[src/rtl/uart_pkg.sv]
`default_nettype none
// ============================================================================
// Module      : uart_pkg
// Description : Shared UART definitions: default FIFO geometry and the FIFO
//               status-flag bundle with its derivation helper.
// Revision    : 1.0 - initial parametrised FIFO release
// ============================================================================
package uart_pkg;

  localparam int UART_DATA_W      = 8;
  localparam int UART_FIFO_ADDR_W = 3;

  typedef struct packed {
    logic full;
    logic empty;
    logic almost_full;
    logic almost_empty;
  } fifo_status_t;

  // Flag bundle for a given fill level; thresholds are inclusive.
  function automatic fifo_status_t fifo_status(input int lvl, input int depth,
                                               input int af, input int ae);
    fifo_status_t s;
    s.full         = (lvl == depth);
    s.empty        = (lvl == 0);
    s.almost_full  = (lvl >= af);
    s.almost_empty = (lvl <= ae);
    return s;
  endfunction

endpackage
`default_nettype wire

[src/rtl/uart_fifo_ctrl_if.sv]
`default_nettype none
// ============================================================================
// Module      : uart_fifo_ctrl_if
// Description : Host/core-facing bus of the UART FIFO. The error-flag signals
//               exist only when UART_FIFO_ERR_FLAGS_EN is defined.
// Revision    : 1.0 - initial parametrised FIFO release
// ============================================================================
interface uart_fifo_ctrl_if
  import uart_pkg::*;
#(
  parameter int DATA_W = UART_DATA_W,
  parameter int ADDR_W = UART_FIFO_ADDR_W
);

  logic              flush;
  logic              wr_en;
  logic [DATA_W-1:0] wr_data;
  logic              rd_en;
  logic [DATA_W-1:0] rd_data;
  logic              rd_valid;
  logic              full;
  logic              empty;
  logic              almost_full;
  logic              almost_empty;
  logic [ADDR_W:0]   level;
`ifdef UART_FIFO_ERR_FLAGS_EN
  logic              err_clr;
  logic              overflow;
  logic              underflow;

  modport master (
    output flush, wr_en, wr_data, rd_en, err_clr,
    input  rd_data, rd_valid, full, empty, almost_full, almost_empty, level,
           overflow, underflow
  );

  modport slave (
    input  flush, wr_en, wr_data, rd_en, err_clr,
    output rd_data, rd_valid, full, empty, almost_full, almost_empty, level,
           overflow, underflow
  );
`else
  modport master (
    output flush, wr_en, wr_data, rd_en,
    input  rd_data, rd_valid, full, empty, almost_full, almost_empty, level
  );

  modport slave (
    input  flush, wr_en, wr_data, rd_en,
    output rd_data, rd_valid, full, empty, almost_full, almost_empty, level
  );
`endif

endinterface
`default_nettype wire

[src/rtl/uart_fifo_mem.sv]
`default_nettype none
// ============================================================================
// Module      : uart_fifo_mem
// Description : Simple dual-port storage array with a write port and an
//               enable-gated registered read port. Not reset.
// Revision    : 1.0 - initial parametrised FIFO release
// ============================================================================
module uart_fifo_mem
  import uart_pkg::*;
#(
  parameter int DATA_W = UART_DATA_W,
  parameter int ADDR_W = UART_FIFO_ADDR_W
) (
  input  wire logic              clk,
  input  wire logic              we,
  input  wire logic [ADDR_W-1:0] waddr,
  input  wire logic [DATA_W-1:0] wdata,
  input  wire logic              re,
  input  wire logic [ADDR_W-1:0] raddr,
  output      logic [DATA_W-1:0] rdata
);

  logic [DATA_W-1:0] r_mem [1 << ADDR_W];
  logic [DATA_W-1:0] r_rdata;

  // Write and read share the edge; a read of the slot being written returns
  // the old word, which is what a full FIFO doing read+write needs.
  always_ff @(posedge clk) begin
    if (we) r_mem[waddr] <= wdata;
    if (re) r_rdata      <= r_mem[raddr];
  end

  assign rdata = r_rdata;

endmodule
`default_nettype wire

[src/rtl/uart_fifo_ctrl.sv]
`default_nettype none
// ============================================================================
// Module      : uart_fifo_ctrl
// Description : Parametrised synchronous FIFO for the UART TX/RX datapaths.
//               Pointer, level and registered flag logic around uart_fifo_mem.
//               Optional sticky overflow/underflow flags with err_clr are
//               built when UART_FIFO_ERR_FLAGS_EN is defined.
// Revision    : 1.0 - initial parametrised FIFO release
// ============================================================================
module uart_fifo_ctrl
  import uart_pkg::*;
#(
  parameter int DATA_W   = UART_DATA_W,
  parameter int ADDR_W   = UART_FIFO_ADDR_W,
  parameter int AF_LEVEL = 6,
  parameter int AE_LEVEL = 2
) (
  input wire logic       clk,
  input wire logic       reset,
  uart_fifo_ctrl_if.slave bus
);

  localparam int              C_DEPTH     = 1 << ADDR_W;
  localparam logic [ADDR_W:0] C_LVL_ONE   = (ADDR_W + 1)'(1);
  localparam logic [ADDR_W-1:0] C_PTR_ONE = ADDR_W'(1);
  localparam fifo_status_t    C_STATUS_RST = '{full: 1'b0, empty: 1'b1,
                                               almost_full: 1'b0,
                                               almost_empty: 1'b1};

  // Threshold ordering must hold or the flags become meaningless.
  generate
    if (!((AE_LEVEL < AF_LEVEL) && (AF_LEVEL <= C_DEPTH))) begin : g_param_check
      $fatal(1, "uart_fifo_ctrl: need AE_LEVEL < AF_LEVEL <= 2**ADDR_W");
    end
  endgenerate

  logic [ADDR_W-1:0] r_wr_ptr;
  logic [ADDR_W-1:0] r_rd_ptr;
  logic [ADDR_W:0]   r_level;
  fifo_status_t      r_status;
  logic              r_rd_valid;
  logic              r_rd_seen;

  logic              w_rd_acc;
  logic              w_wr_acc;
  logic              w_mem_we;
  logic              w_mem_re;
  logic [ADDR_W:0]   w_level_nxt;
  fifo_status_t      w_status_nxt;
  logic [DATA_W-1:0] w_mem_rdata;

  // A read frees a slot in the same cycle, so a full FIFO can still accept a
  // write alongside it; an empty FIFO never bypasses write data to the read.
  assign w_rd_acc = bus.rd_en & ~r_status.empty;
  assign w_wr_acc = bus.wr_en & (~r_status.full | w_rd_acc);
  assign w_mem_we = w_wr_acc & ~bus.flush;
  assign w_mem_re = w_rd_acc & ~bus.flush;

  // Next fill level; flush wins over any concurrent access.
  always_comb begin
    w_level_nxt = r_level;
    if (bus.flush) begin
      w_level_nxt = '0;
    end else if (w_wr_acc && !w_rd_acc) begin
      w_level_nxt = r_level + C_LVL_ONE;
    end else if (w_rd_acc && !w_wr_acc) begin
      w_level_nxt = r_level - C_LVL_ONE;
    end
  end

  // Flags come from the next level so they line up with level itself.
  always_comb begin
    w_status_nxt = fifo_status(int'(w_level_nxt), C_DEPTH, AF_LEVEL, AE_LEVEL);
  end

  // Pointer, level, flag and read-strobe state.
  always_ff @(posedge clk or posedge reset) begin
    if (reset) begin
      r_wr_ptr   <= '0;
      r_rd_ptr   <= '0;
      r_level    <= '0;
      r_status   <= C_STATUS_RST;
      r_rd_valid <= 1'b0;
      r_rd_seen  <= 1'b0;
    end else begin
      r_level    <= w_level_nxt;
      r_status   <= w_status_nxt;
      r_rd_valid <= w_mem_re;
      r_rd_seen  <= r_rd_seen | w_mem_re;
      if (bus.flush) begin
        r_wr_ptr <= '0;
        r_rd_ptr <= '0;
      end else begin
        if (w_wr_acc) r_wr_ptr <= r_wr_ptr + C_PTR_ONE;
        if (w_rd_acc) r_rd_ptr <= r_rd_ptr + C_PTR_ONE;
      end
    end
  end

  uart_fifo_mem #(
    .DATA_W (DATA_W),
    .ADDR_W (ADDR_W)
  ) u_mem (
    .clk   (clk),
    .we    (w_mem_we),
    .waddr (r_wr_ptr),
    .wdata (bus.wr_data),
    .re    (w_mem_re),
    .raddr (r_rd_ptr),
    .rdata (w_mem_rdata)
  );

  // The storage read register has no reset, so rd_data reads as zero until
  // the first word has actually been popped; afterwards it holds.
  assign bus.rd_data      = r_rd_seen ? w_mem_rdata : '0;
  assign bus.rd_valid     = r_rd_valid;
  assign bus.level        = r_level;
  assign bus.full         = r_status.full;
  assign bus.empty        = r_status.empty;
  assign bus.almost_full  = r_status.almost_full;
  assign bus.almost_empty = r_status.almost_empty;

`ifdef UART_FIFO_ERR_FLAGS_EN
  logic r_overflow;
  logic r_underflow;

  // Sticky error flags; a new error in the same cycle beats err_clr.
  always_ff @(posedge clk or posedge reset) begin
    if (reset) begin
      r_overflow  <= 1'b0;
      r_underflow <= 1'b0;
    end else begin
      r_overflow  <= (bus.wr_en & ~w_wr_acc) | (r_overflow & ~bus.err_clr);
      r_underflow <= (bus.rd_en & r_status.empty) | (r_underflow & ~bus.err_clr);
    end
  end

  assign bus.overflow  = r_overflow;
  assign bus.underflow = r_underflow;
`endif

endmodule
`default_nettype wire

[src/flat_wrapper.sv]
// flat-port wrapper written by rule: the top's interface ports become plain ports
module uart_fifo_ctrl_flat import uart_pkg::*;
#(
  parameter int DATA_W   = UART_DATA_W,
  parameter int ADDR_W   = UART_FIFO_ADDR_W,
  parameter int AF_LEVEL = 6,
  parameter int AE_LEVEL = 2
)
  (clk, reset, bus_flush, bus_wr_en, bus_wr_data, bus_rd_en, bus_rd_data, bus_rd_valid, bus_full, bus_empty, bus_almost_full, bus_almost_empty, bus_level);
  uart_fifo_ctrl_if #(.DATA_W(DATA_W), .ADDR_W(ADDR_W)) bus_i ();
  input wire logic clk;
  input wire logic reset;
  input wire logic [$bits(bus_i.flush)-1:0] bus_flush;
  input wire logic [$bits(bus_i.wr_en)-1:0] bus_wr_en;
  input wire logic [$bits(bus_i.wr_data)-1:0] bus_wr_data;
  input wire logic [$bits(bus_i.rd_en)-1:0] bus_rd_en;
  output wire logic [$bits(bus_i.rd_data)-1:0] bus_rd_data;
  output wire logic [$bits(bus_i.rd_valid)-1:0] bus_rd_valid;
  output wire logic [$bits(bus_i.full)-1:0] bus_full;
  output wire logic [$bits(bus_i.empty)-1:0] bus_empty;
  output wire logic [$bits(bus_i.almost_full)-1:0] bus_almost_full;
  output wire logic [$bits(bus_i.almost_empty)-1:0] bus_almost_empty;
  output wire logic [$bits(bus_i.level)-1:0] bus_level;
  assign bus_i.flush = bus_flush;
  assign bus_i.wr_en = bus_wr_en;
  assign bus_i.wr_data = bus_wr_data;
  assign bus_i.rd_en = bus_rd_en;
  assign bus_rd_data = bus_i.rd_data;
  assign bus_rd_valid = bus_i.rd_valid;
  assign bus_full = bus_i.full;
  assign bus_empty = bus_i.empty;
  assign bus_almost_full = bus_i.almost_full;
  assign bus_almost_empty = bus_i.almost_empty;
  assign bus_level = bus_i.level;
  uart_fifo_ctrl #(.DATA_W(DATA_W), .ADDR_W(ADDR_W), .AF_LEVEL(AF_LEVEL), .AE_LEVEL(AE_LEVEL)) u_core (.clk(clk), .reset(reset), .bus(bus_i));
endmodule
[config.mk]
export PLATFORM = sky130hd
export DESIGN_NAME = uart_fifo_ctrl_flat
export DESIGN_NICKNAME = d
export VERILOG_FILES = /design/src/rtl/uart_pkg.sv /design/src/rtl/uart_fifo_ctrl_if.sv /design/src/rtl/uart_fifo_mem.sv /design/src/rtl/uart_fifo_ctrl.sv /design/src/flat_wrapper.sv
export SDC_FILE = /design/constraint.sdc
export NUM_CORES = 1
export LEC_CHECK = 0
export CORE_UTILIZATION = 43
export DETAILED_ROUTE_END_ITERATION = 8
export SLEW_MARGIN = 20
export SYNTH_ARGS = -nofsm -noshare
export SYNTH_HDL_FRONTEND = slang
export SYNTH_SLANG_ARGS = --single-unit
[constraint.sdc]
create_clock -name clk -period 6.69 [get_ports clk]
set_clock_uncertainty 0.05 [all_clocks]
set_input_delay 1.338 -clock clk [delete_from_list [all_inputs] [get_ports clk]]
set_output_delay 1.338 -clock clk [all_outputs]
set_load 0.005 [all_outputs]
==> metrics.md <==
| Metric | Value |
|---|---|
| Remaining global-route overflow | `0` |
| Share of layout cells above drive strength 1 | `21.98%` |
| Crit end category | `flip-flop` |
| Ys Warns | `0` |
| Critical Path End | `u_core.u_mem.r_mem[0][3]$_DFFE_PP_` |
| Crit path DAT | `3.43 ns` |
| Core footprint | `7848 sq um` |
| Port buffer count | `29` |
| Switch share | `25.85%` |
| Crit Path Category | `input port to flip-flop` |
| H-tree depth | `3` |
| Top Family by Delay on Critical Path | `simple AND/OR/NAND/NOR gates` |
| RSZ-0062 raised after global routing | `no` |
| Starting density of the core | `45.30%` |
| Worst R2R Start | `u_core.bus.empty$_DFF_PP1_` |
| P per Cell Area | `307.4 nW/um^2` |
| Commonest non-fill, non-tap cell in the layout | `edfxtp_1` |
| Die Area | `8634 sq um` |
| Cts hold-fix bufs | `0` |
| Clock Pin Slew Worst Setup and Hold Paths | `0.09 ns` |
| Startpoint types | `input port` |
| Worst skew pair latency | `0.34 ns` |
| Worst path depth | `5` |
| Crit path required time | `6.61 ns` |
| Seq pwr share | `53.6%` |
| Critical-path top delay cell | `nor3_1` |
| GRT met1 Usage | `23.95%` |
| TritonCTS clock tree | `done` |
| CTS Buffer Depth | `2` |
| Syn Nets | `210` |
| Critical Path Source | `bus_rd_en` |
| Avg Cell Area, Syn | `18.42 sq um` |
| # diodes | `0` |
| Root Driver | `clkbuf_8` |
| Netlist cell types | `37` |
| Placement Cell Area | `3938 sq um` |
| Routed WL | `6206 um` |
| WHS | `0.5561 ns` |
| Syn Inst Count | `193` |
| Die Y | `92.92 um` |
| Row count | `32` |
| HPWL after DPL | `4245 um` |
| Vias in the first global route | `1735` |
| Fin nets | `244` |
| Vias per cell | `5.123` |
| Worst reg-to-reg setup slack | `4.23 ns` |
| Routed length per placed instance | `18.58 um` |
| Most frequent cells in the layout | `72 x edfxtp_1, 29 x clkdlybuf4s50_1, 17 x nor2_1, 16 x mux4_2, 13 x dfrtp_1` |
| Slew @ Worst Pin | `1.063 ns` |
| IO Count | `30` |
| FFs w/ async S/R, synth | `18.18%` |
| Fin crit period | `3.511 ns` |
| Crit-path max cell delay | `0.83 ns` |
| Max Slew Vio Count | `0` |
| #FFs+latches synth | `88` |
| Buf/Inv on CP | `1` |
| Post-synthesis sequential area ratio | `72.16%` |
| # DRC | `0` |
| Busiest grt layer | `met1` |
| 1st-pass router iterations | `4` |
| Initial antenna violation count | `0` |
| DRT iter0 DRCs | `103` |
| Switch Pwr | `0.3288 mW` |
| Setup ws final | `3.179 ns` |
| Final instance area | `4138 sq um` |
| Area grow syn2layout | `16.40%` |
| Clock Sinks | `88` |
| Reg2Reg Depth | `4` |
| Worst VDD drop | `122.0 uV` |
| Overall power | `1.272 mW` |
| First-pass GRT wire length | `9584 um` |
| GP Congestion | `0.7797` |
| CTS buffer count | `9` |
| Endpoints failing setup | `0` |
| Crit Reg-Reg Endpoint | `u_core.u_mem.r_mem[0][3]$_DFFE_PP_` |
| Leak | `1.370 nW` |
| Crit Path Max Fanout | `8` |
| Die W | `92.92 um` |
| GRT met2 Usage | `22.86%` |
| Max-cap violations | `0` |
| Hold WC Path Type | `flip-flop to flip-flop` |
| GR Layer Usage met3 | `3.038%` |
| Slew headroom | `28.60%` |
| Pre-CTS setup slack | `2.740 ns` |
| Antenna viol nets, final | `0` |
| Crit-path cells | `clkdlybuf4s50_1, and2b_1, o21ai_1, or3_1, nor3_1` |
| Status | `complete, no violations` |
| TNS Setup | `0 ns` |
| EDFF count, synth | `72` |
| Largest net degree at the start of global routing | `19` |
| PostCTS Resize Cnt | `0` |
| Gate power share | `18.4%` |
| Peak Freq | `284.8 MHz` |
| Top_reg_cell synth | `edfxtp_1` |
| Fillers | `659` |
| Hold Vio Cnt, Final | `0` |
| Postcts setup bufs | `0` |
| Synthesized area | `3555 sq um` |
| Clock power frac | `28.0%` |
| Gr usage total | `15.90%` |
| Via count | `1711` |
| Pint | `0.9432 mW` |
| Tcrit/Tclk final | `52.49%` |
[cells in the mapped netlist (3+ instances only)]
cell	count	area share [%]
nor2_1	17	1.8
edfxtp_1	72	61
mux4_2	16	10
nand2b_1	3	0.53
nor3_1	3	0.42
nand2_1	6	0.63
clkbuf_1	3	0.32
and2_1	8	1.4
xnor2_1	3	0.74
xor2_1	3	0.74
a21oi_1	3	0.42
mux2_2	8	2.5
inv_1	5	0.53
dfrtp_1	14	9.9
ha_1	4	1.4
[cell families (layout without fill, tap and decap cells)]
kind of cell	count (synthesis)	after routing	synth area share, %
flops	88	88	72.16
simple gates	48	48	7.638
mux	26	26	13.38
buf+inv	11	50	1.514
compound gates	10	10	2.429
xor+xnor	6	6	1.479
fa+ha+maj	4	4	1.408
[flip-flops by register name, summed over array words and instances (netlist names), 3 cells and up]
name and flops:
u_core.u_mem.r_mem 64, u_core.r_wr_ptr 3, u_core.u_mem.rdata 8, u_core.bus.level 4
u_core.r_rd_ptr 3
[cell type report]
cell class,instances,area [sq um],area share (%)
sequential,88,2566,62.02
clock buffer,9,123.9,2.994
multi-input combinational,94,940.9,22.74
clock inverter,7,70.07,1.693
inverter,5,18.77,0.4536
tap,102,127.6,3.084
timing repair buffer,29,290.3,7.015
[worst min path at each step]
stage / start / end / cells past startpoint
after floorplan: u_core.r_rd_seen$_DFF_PP0_ / u_core.r_rd_seen$_DFF_PP0_ / 1
after global placement: u_core.r_wr_ptr[0]$_DFFE_PP0P_ / u_core.r_wr_ptr[0]$_DFFE_PP0P_ / 2
after detailed placement: u_core.r_wr_ptr[0]$_DFFE_PP0P_ / u_core.r_wr_ptr[0]$_DFFE_PP0P_ / 2
after CTS: u_core.r_wr_ptr[0]$_DFFE_PP0P_ / u_core.r_wr_ptr[0]$_DFFE_PP0P_ / 2
after global routing: u_core.r_wr_ptr[0]$_DFFE_PP0P_ / u_core.r_wr_ptr[0]$_DFFE_PP0P_ / 2
final: u_core.r_wr_ptr[0]$_DFFE_PP0P_ / u_core.r_wr_ptr[0]$_DFFE_PP0P_ / 2
[worst reg2reg max path, cell delays in order (launching register included)]
cell     delay [ns]
dfstp_2        0.39
and2b_1        0.25
o21ai_1        0.16
or3_1          0.41
nor3_1         0.83
[per-layer routing]
layer  routed length, um  share of wire, %  vias to the layer above
li1                    -                 -                      808
met1                3134                50                      866
met2                2797                45                       30
met3                 191               3.1                        7
met4                  82               1.3                        0
met5                   0                 0                        -
[through the flow]
stage	util [%]	cells
6_report	52.73	334
5_1_grt	52.73	334
4_1_cts	52.65	334
3_5_place_dp	50.18	318
3_3_place_gp	50.18	318
2_1_floorplan	-	193
[power by group through the flow]
stage | Sequential [mW] | Clock [mW] | Combinational (mW)
after floorplan | 0.667 | 0 | 0.174
after global placement | 0.696 | 0 | 0.234
after detailed placement | 0.695 | 0 | 0.234
after CTS | 0.683 | 0.365 | 0.236
after global routing | 0.691 | 0.384 | 0.253
final | 0.682 | 0.356 | 0.234
Power figures use the tool's default switching activity.
